`config.mk`:
```
export PLATFORM = sky130hd
export DESIGN_NAME = handshake_constant_stride_flat
export DESIGN_NICKNAME = d
export VERILOG_FILES = /design/src/rtl/handshake_pkg.sv /design/src/rtl/handshake_constant_stride_if.sv /design/src/rtl/handshake_constant_stride.sv /design/src/flat_wrapper.sv
export SDC_FILE = /design/constraint.sdc
export NUM_CORES = 1
export LEC_CHECK = 0
export CAP_MARGIN = 5
export CORE_MARGIN = 3
export CORE_UTILIZATION = 60
export CTS_CLUSTER_DIAMETER = 150
export DETAILED_ROUTE_END_ITERATION = 10
export DONT_BUFFER_PORTS = 1
export GPL_ROUTABILITY_DRIVEN = 0
export PLACE_DENSITY = 0.86
export SLEW_MARGIN = 5
export SYNTH_ARGS = -nofsm -noshare
export SYNTH_HDL_FRONTEND = slang
export SYNTH_SLANG_ARGS = --single-unit
```
`constraint.sdc`:
```
create_clock -name clk -period 2.74 [get_ports clk]
set_input_delay 0.548 -clock clk [delete_from_list [all_inputs] [get_ports clk]]
set_output_delay 0.548 -clock clk [all_outputs]
set_load 0.01 [all_outputs]
```
`src/rtl/handshake_pkg.sv`:
```
// Shared types and elaboration helpers for the handshake constant generators.
package handshake_pkg;

  typedef enum logic {
    IDLE = 1'b0,
    EMIT = 1'b1
  } state_t;

  // Counter width for an index range of 0..n-1, never narrower than one bit.
  function automatic int idx_width(input int n);
    int w;
    w = $clog2(n);
    return (w < 1) ? 1 : w;
  endfunction

endpackage

```
`src/rtl/handshake_constant_stride_if.sv`:
```
// Control-token input channel and registered data-token output channel.
interface handshake_constant_stride_if #(
  parameter int DATA_WIDTH = 32
);

  logic                  ctrl_valid;
  logic                  ctrl_ready;
  logic [DATA_WIDTH-1:0] outs;
  logic                  outs_valid;
  logic                  outs_ready;
  logic                  outs_last;

  modport master (
    output ctrl_valid, outs_ready,
    input  ctrl_ready, outs, outs_valid, outs_last
  );

  modport slave (
    input  ctrl_valid, outs_ready,
    output ctrl_ready, outs, outs_valid, outs_last
  );

endinterface

```
`src/rtl/handshake_constant_stride.sv`:
```
// Emits BASE, BASE+STRIDE, ... BASE+(COUNT-1)*STRIDE for each accepted control
// token, from a registered output with a zero-bubble restart between bursts.
module handshake_constant_stride
  import handshake_pkg::*;
#(
  parameter int     DATA_WIDTH = 32,
  parameter longint BASE       = 0,
  parameter longint STRIDE     = 1,
  parameter int     COUNT      = 4
) (
  input  logic                       clk,
  input  logic                       rst,
  handshake_constant_stride_if.slave bus
);

  localparam int                    IDX_W      = idx_width(COUNT);
  localparam logic [DATA_WIDTH-1:0] BASE_V     = DATA_WIDTH'(BASE);
  localparam logic [DATA_WIDTH-1:0] STRIDE_V   = DATA_WIDTH'(STRIDE);
  localparam logic [IDX_W-1:0]      LAST_IDX   = IDX_W'(COUNT - 1);
  localparam logic                  FIRST_LAST = (COUNT == 1);

  if (COUNT < 1 || COUNT > 65536) begin : g_bad_count
    $fatal(1, "handshake_constant_stride: COUNT must be in 1..65536");
  end

  state_t                  state;
  logic [IDX_W-1:0]        idx;
  logic [DATA_WIDTH-1:0]   val;
  logic                    last;

  // A new control token is taken in IDLE or while the last token leaves.
  assign bus.ctrl_ready = rst && ((state == IDLE) ||
                                  (last && bus.outs_ready));
  assign bus.outs       = val;
  assign bus.outs_valid = (state == EMIT);
  assign bus.outs_last  = last;

  // NOTE: sequential state uses non-blocking assignments so every register
  // samples the pre-edge values of the others, independent of statement order.
  always_ff @(posedge clk or negedge rst) begin
    if (!rst) begin
      state <= IDLE;
      idx   <= '0;
      val   <= BASE_V;
      last  <= FIRST_LAST;
    end else begin
      case (state)
        IDLE: begin
          if (bus.ctrl_valid) begin
            state <= EMIT;
            idx   <= '0;
            val   <= BASE_V;
            last  <= FIRST_LAST;
          end
        end
        EMIT: begin
          if (bus.outs_ready) begin
            if (!last) begin
              val  <= val + STRIDE_V;
              idx  <= idx + IDX_W'(1);
              last <= (idx + IDX_W'(1) == LAST_IDX);
            end else if (bus.ctrl_valid) begin
              idx  <= '0;
              val  <= BASE_V;
              last <= FIRST_LAST;
            end else begin
              state <= IDLE;
            end
          end
        end
        default: state <= IDLE;
      endcase
    end
  end

endmodule

```
`src/flat_wrapper.sv`:
```
// flat-port wrapper written by rule: the top's interface ports become plain ports
module handshake_constant_stride_flat import handshake_pkg::*;
#(
  parameter int     DATA_WIDTH = 32,
  parameter longint BASE       = 0,
  parameter longint STRIDE     = 1,
  parameter int     COUNT      = 4
)
  (clk, rst, bus_ctrl_valid, bus_outs_ready, bus_ctrl_ready, bus_outs, bus_outs_valid, bus_outs_last);
  handshake_constant_stride_if #(.DATA_WIDTH(DATA_WIDTH)) bus_i ();
  input  logic clk;
  input  logic rst;
  input wire logic [$bits(bus_i.ctrl_valid)-1:0] bus_ctrl_valid;
  input wire logic [$bits(bus_i.outs_ready)-1:0] bus_outs_ready;
  output wire logic [$bits(bus_i.ctrl_ready)-1:0] bus_ctrl_ready;
  output wire logic [$bits(bus_i.outs)-1:0] bus_outs;
  output wire logic [$bits(bus_i.outs_valid)-1:0] bus_outs_valid;
  output wire logic [$bits(bus_i.outs_last)-1:0] bus_outs_last;
  assign bus_i.ctrl_valid = bus_ctrl_valid;
  assign bus_i.outs_ready = bus_outs_ready;
  assign bus_ctrl_ready = bus_i.ctrl_ready;
  assign bus_outs = bus_i.outs;
  assign bus_outs_valid = bus_i.outs_valid;
  assign bus_outs_last = bus_i.outs_last;
  handshake_constant_stride #(.DATA_WIDTH(DATA_WIDTH), .BASE(BASE), .STRIDE(STRIDE), .COUNT(COUNT)) u_core (.clk(clk), .rst(rst), .bus(bus_i));
endmodule
```
==> impl_metrics.yaml, run 1 <==
outcome:
  status: "completed"
finish:
  layout-drive-gt1-share_pct: 9.200
  multi_input_area_um2: 1164
  syn_to_final_growth_pct: 5.117
  insertedDiodeCount: 0
  final_cell_mix: "dfrtp_1 (36), nand2_1 (35), o21ai_0 (35), nand3_1 (17), nor2_1 (11)"
  finalNetCount: 255
  fill_cells: 282
  seqCellArea_um2: 900.9
  layout.cells.non_filler: 296
  final_common_cell: "dfrtp_1"
grt:
  overflow: 0
  groute.usage.overall_pct: 24.36
  grt_pass1_wl_um: 8176
  grt_pass1_vias: 1719
  antenna_found_initial: 0
  grt_max_degree: 37
logic_synthesis:
  ys.flop_type: "dfrtp_1"
  synth_seq_area_share_pct: 40.93
  async_flop_share_pct: 100.0
  synth.net_count: 258
  synth_cell_type_count: 49
  synth_enable_flop_cells: 0
  synth_area_leaders: "dfrtp_1 (41%), o21ai_0 (8.0%), nand2_1 (6.0%)"
  synth_top_area_share_pct: 40.93
  postSynthCellCount: 252
  synth_area_per_cell_um2: 8.734
  yosys_register_bits: 36
  yosys.area.top_type: "dfrtp_1"
  ys_warn_count: 0
  synth_area_um2: 2201
worst_setup_path:
  critical_path_class: "reg2reg"
  worstPathCellList: "ha_1 > nand3_1 > nor4_2 > a41oi_1 > o21ai_0 > o31ai_1"
  critPathMaxStageDelay_ns: 0.51
  cp-end-kind: "register"
  cp.arrival_ns: 2.25
  critPathSlowestCell: "dfrtp_1"
  critPathRequiredTime_ns: 2.91
  cp-start-kind: "register"
  path_max_fanout: 6
sta:
  rsz0062_at_grt: "no"
  finalHoldViolCount: 0
  timing.final.crit_share_pct: 75.64
  fin_crit_ns: 2.072
  fin_skew_ns: 0.007569
  finalMaxSlewViolations: 0
  slew-limit-headroom_pct: 65.52
  fin_tns_setup_ns: 0
  timing.fmax_mhz: 482.5
  setup_viol: 0
  setup_ws_ns: 0.6675
  tightest_slew_ns: 0.5160
routing:
  vias: 1962
  post_drt_wl_per_cell_um: 16.74
  drt_iter0_drc: 244
  routed_wl_um: 4955
  drc_errors: 0
  ant_nets: 0
  dr.pass1.iters: 5
  viasPerCell: 6.628
placed_design:
  numPortBuffers: 0
  pre_cts_ws_ns: 0.7144
  hpwl_um: 3428
  post-place-cells: 287
die:
  start_util_pct: 63.94
  io_pins: 39
  die_y_um: 66.57
  fp.dieW_um: 66.57
  core-area_um2: 3442
  dieArea_um2: 4431
  rows: 21
pwr:
  leakagePower_nw: 0.9417
  power.density_nw_per_um2: 668.8
  peakVddDrop_mv: 0.5261
clock_network:
  cts.sinks: 36
  path_clk_slew_ns: 0.08
  cts_buffer_depth: 2
  cts-root-buf: "clkbuf_8"
  cts_buffers: 5
  cts_setup_buffers: 0
  cts-htree-levels: 2
  clock_latency_ns: 0.29
  cts_tree: "done"
hold_path:
  min_path_type: "in2async"
flow_run:
  drv_cap: 0
## power breakdown
part	internal, W	switching (W)	total (W)	leakage [nW]
clock network	0.000269	0.000203	0.000472	0.0541
logic	0.000137	0.000195	0.000332	0.399
registers	0.000596	0.000148	0.000743	0.489
## per-layer routing
| metal | vias to the layer above | GRT usage, % | routed length (um) |
|---|---|---|---|
| met5 | - | 0 | 0 |
| met4 | 0 | 8.122 | 76 |
| met3 | 10 | 7.083 | 351 |
| met2 | 72 | 38.49 | 2374 |
| met1 | 930 | 31.83 | 2152 |
| li1 | 950 | - | - |
## flip-flops by register name (all words and copies together) (netlist names)
| register | count |
|---|---|
| u_core.bus.outs | 32 |
| u_core.idx | 2 |
| u_core.bus.outs_last | 1 |
| u_core.bus.outs_valid | 1 |
## cells in the mapped netlist (2+ instances only)
cell type,count
o21a_1,2
nand2_1,35
or4_1,6
o21ai_0,35
o41ai_1,2
ha_1,2
nor2_1,11
nand3b_1,2
a41oi_1,3
or3_1,2
inv_1,8
a31oi_1,7
nand3_1,17
mux2i_1,2
and3_1,2
nor3_1,3
and2_1,4
o211ai_1,9
and3_2,2
o31ai_1,4
nand4_1,10
a22o_1,4
dfrtp_1,36
buf_6,3
clkbuf_1,7
clkbuf_8,2
a21oi_1,9
nand4_2,2
## critical path: cells and delay by family (launching register included)
kind	cells	cell delay [ns]
AOI/OAI and AO/OA	3	0.45
DFF	1	0.51
adders and majority gates	1	0.27
and+or+nand+nor	2	0.73
## worst paths after layout
path | from | end | slack (ns) | cells past startpoint
min | rst | u_core.bus.outs[17] | 0.08 | 1
max reg2reg | u_core.bus.outs[0] | u_core.bus.outs[16] | 0.67 | 6
max in group asynchronous | rst | u_core.bus.outs[1] | 2.48 | 1
max | u_core.bus.outs[0] | u_core.bus.outs[16] | 0.67 | 6
min in group clk | bus_ctrl_valid | u_core.bus.outs_valid | 0.36 | 1
min reg2reg | u_core.idx[0] | u_core.idx[0] | 0.52 | 1
## cell type report
cell class,instances,share of cell area (%)
tap,46,2.488
clock buffer,5,2.975
clock inverter,3,1.839
inverter,8,1.298
multi-input combinational,193,50.30
timing repair buffer,5,2.163
sequential,36,38.94
## kinds of logic after synthesis
| family | after synthesis | share of synthesized area (%) |
|---|---|---|
| AOI/OAI and AO/OA | 82 | 23.42 |
| adders and majority gates | 2 | 1.137 |
| buffers and inverters | 23 | 6.197 |
| DFF | 36 | 40.93 |
| muxes | 2 | 0.9096 |
| and+or+nand+nor | 107 | 27.40 |
## per-stage QoR
step           power [W]  cell area, um2  hold slack [ns]  util [%]
3_3_place_gp    0.001057            2182           0.2535     63.40
5_1_grt         0.001646            2313          0.08354     67.21
6_report        0.001547            2313          0.07896     67.21
2_1_floorplan  0.0009959            2201           0.2524         -
4_1_cts         0.001554            2313          0.08585     67.21
3_5_place_dp    0.001074            2182           0.2535     63.40
## repair_timing
action / CTS / global route
gates resized for setup: 0 / 0
endpoints found under the setup margin: 0 / 0
hold buffers: 1 / 0
endpoints found under the hold margin: 36 / 0
Power figures use the tool's default switching activity.
==> run 2: changes to the inputs <==
Settings changed: ABC_AREA set to 1, CORE_UTILIZATION 60 to 57, PLACE_DENSITY 0.86 to 0.85.
Clock period 2.74 ns to 1.7 ns, I/O delays scaled along.
==> run 2 against run 1 <==
Against the previous run:
- clock skew down 0.00064 ns
- highest routed layer unchanged
- via count up 19%
- total power rose by 47%
- largest power group unchanged
- sequential share of layout area decreased by 4.3 points
- critical path type is now reg2out
==> impl_metrics.yaml, run 2 <==
logic_synthesis:
  ys_warn_count: 0
  synth_commonest_cells: "nand2_1 (121), dfrtp_1 (36), nand3_1 (36), inv_1 (30), nor2_1 (26)"
  yosys.area.top_type: "dfrtp_1"
  synth_enable_flop_cells: 0
  synth_area_leaders: "dfrtp_1 (38%), nand2_1 (19%), nand3_1 (7.6%)"
  synth_area_um2: 2377
  synth_cell_type_count: 33
  synth.net_count: 348
  async_flop_share_pct: 100.0
  ys.flop_type: "dfrtp_1"
  yosys_register_bits: 36
  yosys.cell_count.top_type: "nand2_1"
  synth_area_per_cell_um2: 6.951
  synth_seq_area_share_pct: 37.89
  synth_top_area_share_pct: 37.89
  postSynthCellCount: 342
die:
  io_pins: 39
  die_y_um: 70.58
  core-area_um2: 3826
  rows: 22
  fp.dieW_um: 70.58
  start_util_pct: 62.13
  dieArea_um2: 4982
worst_setup_path:
  cp-start-kind: "register"
  critPathRequiredTime_ns: 1.36
  path_max_fanout: 3
  cp-end-kind: "output port"
  crit_top_cell: "inv_1"
  crit_family: "flip-flops"
  rrSetupSlack_ns: 0.15
  critPathMaxStageDelay_ns: 0.44
  cp.arrival_ns: 1.25
  worstPathCellList: "inv_1 > nor2_2 > inv_1 > nand2_1 > nor2_1"
  worst-path-buf-inv: 2
  critPathSlowestCell: "dfrtp_1"
  critical_path_class: "reg2out"
clock_network:
  cts_setup_buffers: 0
  cts.sinks: 36
  cts_tree: "done"
  cts_buffers: 5
  cts_buffer_depth: 2
  clock_latency_ns: 0.29
  cts-root-buf: "clkbuf_8"
  cts-htree-levels: 2
  path_clk_slew_ns: 0.07
finish:
  final_cell_mix: "nand2_1 (121), nand3_1 (36), dfrtp_1 (35), inv_1 (30), nor2_1 (25)"
  syn_to_final_growth_pct: 9.526
  fill_cells: 334
  seqCellArea_um2: 902.1
  layout.cells.non_filler: 405
  largest_reg_flops: 32
  finalNetCount: 362
  insertedDiodeCount: 0
  layout-drive-gt1-share_pct: 14.85
  final_util_pct: 68.05
  multi_input_area_um2: 1300
  final_common_cell: "nand2_1"
routing:
  vias: 2338
  dr.pass1.iters: 5
  routed_wl_um: 5993
  drt_iter0_drc: 200
  ant_nets: 0
  drc_errors: 0
  viasPerCell: 5.773
  post_drt_wl_per_cell_um: 14.80
sta:
  fin_skew_ns: 0.006927
  fin_crit_ns: 1.594
  finalMaxSlewViolations: 0
  setup_viol: 0
  slew-limit-headroom_pct: 73.75
  finalHoldViolCount: 0
  timing.final.crit_share_pct: 93.77
  tightest_slew_ns: 0.3928
  rsz0062_at_grt: "no"
  timing.fmax_mhz: 627.3
  fin_tns_setup_ns: 0
flow_run:
  drv_cap: 0
pwr:
  power.density_nw_per_um2: 872.3
  leakagePower_nw: 1.186
  peakVddDrop_mv: 0.9006
grt:
  grt_max_degree: 37
  grt_pass1_wl_um: 10340
  use_met2_pct: 40.23
  grtUsageMet1_pct: 34.79
  antenna_found_initial: 0
  busiest_layer: "met2"
  grt_pass1_vias: 2197
  groute.usage.overall_pct: 26.21
  overflow: 0
  gr-usage-met3_pct: 7.386
placed_design:
  hpwl_um: 4347
  post-place-cells: 395
  numPortBuffers: 0
hold_path:
  min_path_type: "in2reg"
outcome:
  status: "completed"
-- run 2: cell count changes after synthesis, sizes merged, moves of 7 or more --
cell / previous run / this run
inv: 8 / 33
nor2: 12 / 41
clkbuf: 10 / 3
o21ai: 35 / 17
nand2: 35 / 127
nand3: 18 / 39
nand4: 13 / 2
-- run 2: per-stage QoR --
step	power, W	hold slack (ns)	setup slack (ns)	instance area, um2
floorplan	0.001416	0.04441	0.2481	2377
global placement	0.001597	0.04532	0.2182	2480
detailed placement	0.001609	0.04538	0.2002	2480
CTS	0.002271	0.1863	0.05596	2600
global route	0.002421	0.1903	0.03053	2604
finish	0.002271	0.1870	0.1059	2604
-- run 2: power by group --
part	internal, W	switching, W	leakage [nW]
Combinational	0.000223	0.000419	0.651
Sequential	0.000929	0.0000684	0.489
Clock	0.000330	0.000301	0.0455
-- run 2: routing by layer --
metal / vias up / wire (um)
met5: - / 0
met4: 0 / 166
met3: 20 / 570
met2: 104 / 2703
met1: 1072 / 2552
li1: 1142 / -
-- run 2: path summary, 6_finish.rpt --
kind                                        from               endpoint  cells past startpoint
max reg2reg                   u_core.bus.outs[2]    u_core.bus.outs[25]                      9
min in group asynchronous                    rst     u_core.bus.outs[9]                      2
min reg2reg                        u_core.idx[1]          u_core.idx[1]                      2
max in group asynchronous                    rst    u_core.bus.outs[17]                      2
max                        u_core.bus.outs_valid         bus_ctrl_ready                      5
min                               bus_ctrl_valid  u_core.bus.outs_valid                      2
-- run 2: area by class of cell --
type / instances / share of cell area, %
Multi-Input combinational cell: 265 / 49.93
Sequential cell: 36 / 34.65
Timing Repair Buffer: 15 / 4.901
Inverter: 33 / 4.757
Clock buffer: 8 / 3.460
Tap cell: 48 / 2.307
-- run 2: repair_timing --
item                                    CTS  global route
endpoints found under the setup margin    0             2
endpoints found under the hold margin    36             0
resized for setup                         0             2
hold buffers                              2             0
-- run 2: worst register-to-register path, stage by stage, from the launching register on --
cell     delay, ns
dfrtp_1       0.52
nand3_2       0.19
inv_1         0.16
nand2_1       0.11
nor2_4        0.15
nand2_1       0.09
nand2_1       0.07
nand3_1       0.06
nand2_1       0.06
inv_1         0.04
-- run 2: cell families (layout without fill, tap and decap cells) --
kind of cell / after synthesis / in the layout / synth area share, %
simple gates: 224 / 224 / 43.47
flops: 36 / 36 / 37.89
buf+inv: 41 / 56 / 7.526
fa+ha+maj: 2 / 2 / 1.052
compound gates: 39 / 39 / 10.05
==> run 3: changes to the inputs <==
Settings changed: CELL_PAD_IN_SITES_DETAIL_PLACEMENT set to 0, CELL_PAD_IN_SITES_GLOBAL_PLACEMENT set to 1, CORE_UTILIZATION 57 to 41, HOLD_SLACK_MARGIN set to 0.12, PLACE_DENSITY 0.85 to 0.86.
==> run 3 against run 2 <==
Against the previous run:
- cell count up 7.2%
- die area rose by 35%
- total power increased by 7.2%
- first-iteration DRC count decreased by 45%
- sequential power is 0.9% lower
- combinational power increased by 6.4%
- core utilization down 20 points
- via count fell by 0.81%
- global-route usage is 5.3 points lower
- highest routed layer unchanged
==> impl_metrics.yaml, run 3 (same netlist as run 2, synthesis figures left out) <==
worst_setup_path:
  rrSetupSlack_ns: 0.13
  worstPathCellList: "buf_4 > nor2_1 > inv_1 > nand2_1 > nor2_1"
  crit_family: "flip-flops"
  critPathRequiredTime_ns: 1.36
  path_max_fanout: 3
  critPathLaunch: "u_core.bus.outs_last"
  cp.arrival_ns: 1.27
  crit_top_cell: "nor2_1"
  critPathSlowestCell: "dfrtp_2"
  critical_path_class: "reg2out"
  cp-end-kind: "output port"
  worst-path-buf-inv: 2
  r2r_start: "u_core.bus.outs_last"
  critPathMaxStageDelay_ns: 0.41
  cp-start-kind: "register"
grt:
  grt_max_degree: 37
  groute.usage.overall_pct: 20.91
  overflow: 0
  grt_pass1_wl_um: 10780
  grt_pass1_vias: 2240
  antenna_found_initial: 0
routing:
  vias: 2319
  routed_wl_um: 6551
  viasPerCell: 5.343
  drc_errors: 0
  ant_nets: 0
  post_drt_wl_per_cell_um: 15.09
  dr.pass1.iters: 4
  drt_iter0_drc: 111
sta:
  slew-limit-headroom_pct: 74.17
  finalHoldViolCount: 0
  timing.final.crit_share_pct: 94.57
  finalMaxSlewViolations: 0
  fin_tns_setup_ns: 0
  timing.fmax_mhz: 622.0
  tightest_slew_ns: 0.3865
  setup_viol: 0
  setup_ws_ns: 0.09232
  fin_crit_ns: 1.608
  rsz0062_at_grt: "no"
  fin_skew_ns: 0.005029
finish:
  layout.cells.non_filler: 434
  syn_to_final_growth_pct: 13.53
  insertedDiodeCount: 0
  postLayoutCellArea_um2: 2699
  final_cell_mix: "nand2_1 (121), nand3_1 (36), dfrtp_1 (32), inv_1 (30), nor2_1 (24)"
  final_common_cell: "nand2_1"
  largest_reg_flops: 32
  finalNetCount: 367
  layout-drive-gt1-share_pct: 17.68
clock_network:
  cts_buffer_depth: 2
  clock_latency_ns: 0.29
  cts.sinks: 36
  cts-htree-levels: 2
  cts_buffers: 5
  cts_tree: "done"
  path_clk_slew_ns: 0.08
  cts-root-buf: "clkbuf_8"
pwr:
  peakVddDrop_mv: 0.7473
  power.density_nw_per_um2: 901.9
  leakagePower_nw: 1.215
  power_w: 0.002434
die:
  fp.dieW_um: 82.15
  io_pins: 39
  rows: 27
  dieArea_um2: 6748
  die_y_um: 82.15
  start_util_pct: 42.65
  core-area_um2: 5574
placed_design:
  pre_cts_ws_ns: 0.1569
  placed_area_um2: 2540
  hpwl_um: 4808
  numPortBuffers: 0
  post-place-cells: 423
hold_path:
  min_path_type: "in2reg"
  min_from: "bus_ctrl_valid"
outcome:
  status: "completed"
flow_run:
  drv_cap: 0
-- run 3: repair_timing --
item | 4_1_cts | 5_1_grt
cloned | 0 | 0
pin swaps | 0 | 2
buffers inserted | 1 | 0
setup endpoints to repair | 1 | 2
hold endpoints to repair | 36 | 0
gates resized for setup | 1 | 5
hold buffers | 2 | 0
-- run 3: worst paths after layout --
kind                                          to  cells past startpoint
max reg2reg                  u_core.bus.outs[28]                      9
min reg2reg                        u_core.idx[0]                      1
max                               bus_ctrl_ready                      5
min                        u_core.bus.outs_valid                      2
min in group asynchronous    u_core.bus.outs[28]                      2
max in group asynchronous     u_core.bus.outs[8]                      2
-- run 3: metrics by stage --
| step | utilization (%) | hold WS (ns) |
|---|---|---|
| global route | 48.42 | 0.1819 |
| global placement | 45.57 | 0.04590 |
| finish | 48.42 | 0.1763 |
| detailed placement | 45.57 | 0.04539 |
| floorplan | - | 0.04441 |
| CTS | 48.26 | 0.1645 |
-- run 3: power breakdown --
part | switching [W] | internal (W)
logic | 0.000439 | 0.000245
clock network | 0.000328 | 0.000434
registers | 0.0000578 | 0.000930
total | 0.000825 | 0.00161
-- run 3: final cells by class --
cell class	count	area (um2)
Clock inverter	3	42.54
Inverter	33	123.9
Fill cell	578	2875
Tap cell	72	90.09
Sequential cell	36	905.9
Multi-Input combinational cell	265	1303
Clock buffer	5	68.82
Timing Repair Buffer	20	165.2
-- run 3: metal layers --
metal	routed length (um)	global-route usage (%)	vias up	share of wire (%)
li1	-	-	1151	-
met1	2924	26.10	1085	45
met2	3009	34.33	69	46
met3	466	5.857	14	7.1
met4	150	7.807	0	2.3
met5	0	0	-	0
-- run 3: worst register-to-register path: cells and delay by family (launching register included) --
kind,cells,cell delay [ns]
and+or+nand+nor,7,0.84
DFF,1,0.41
buffers and inverters,2,0.23
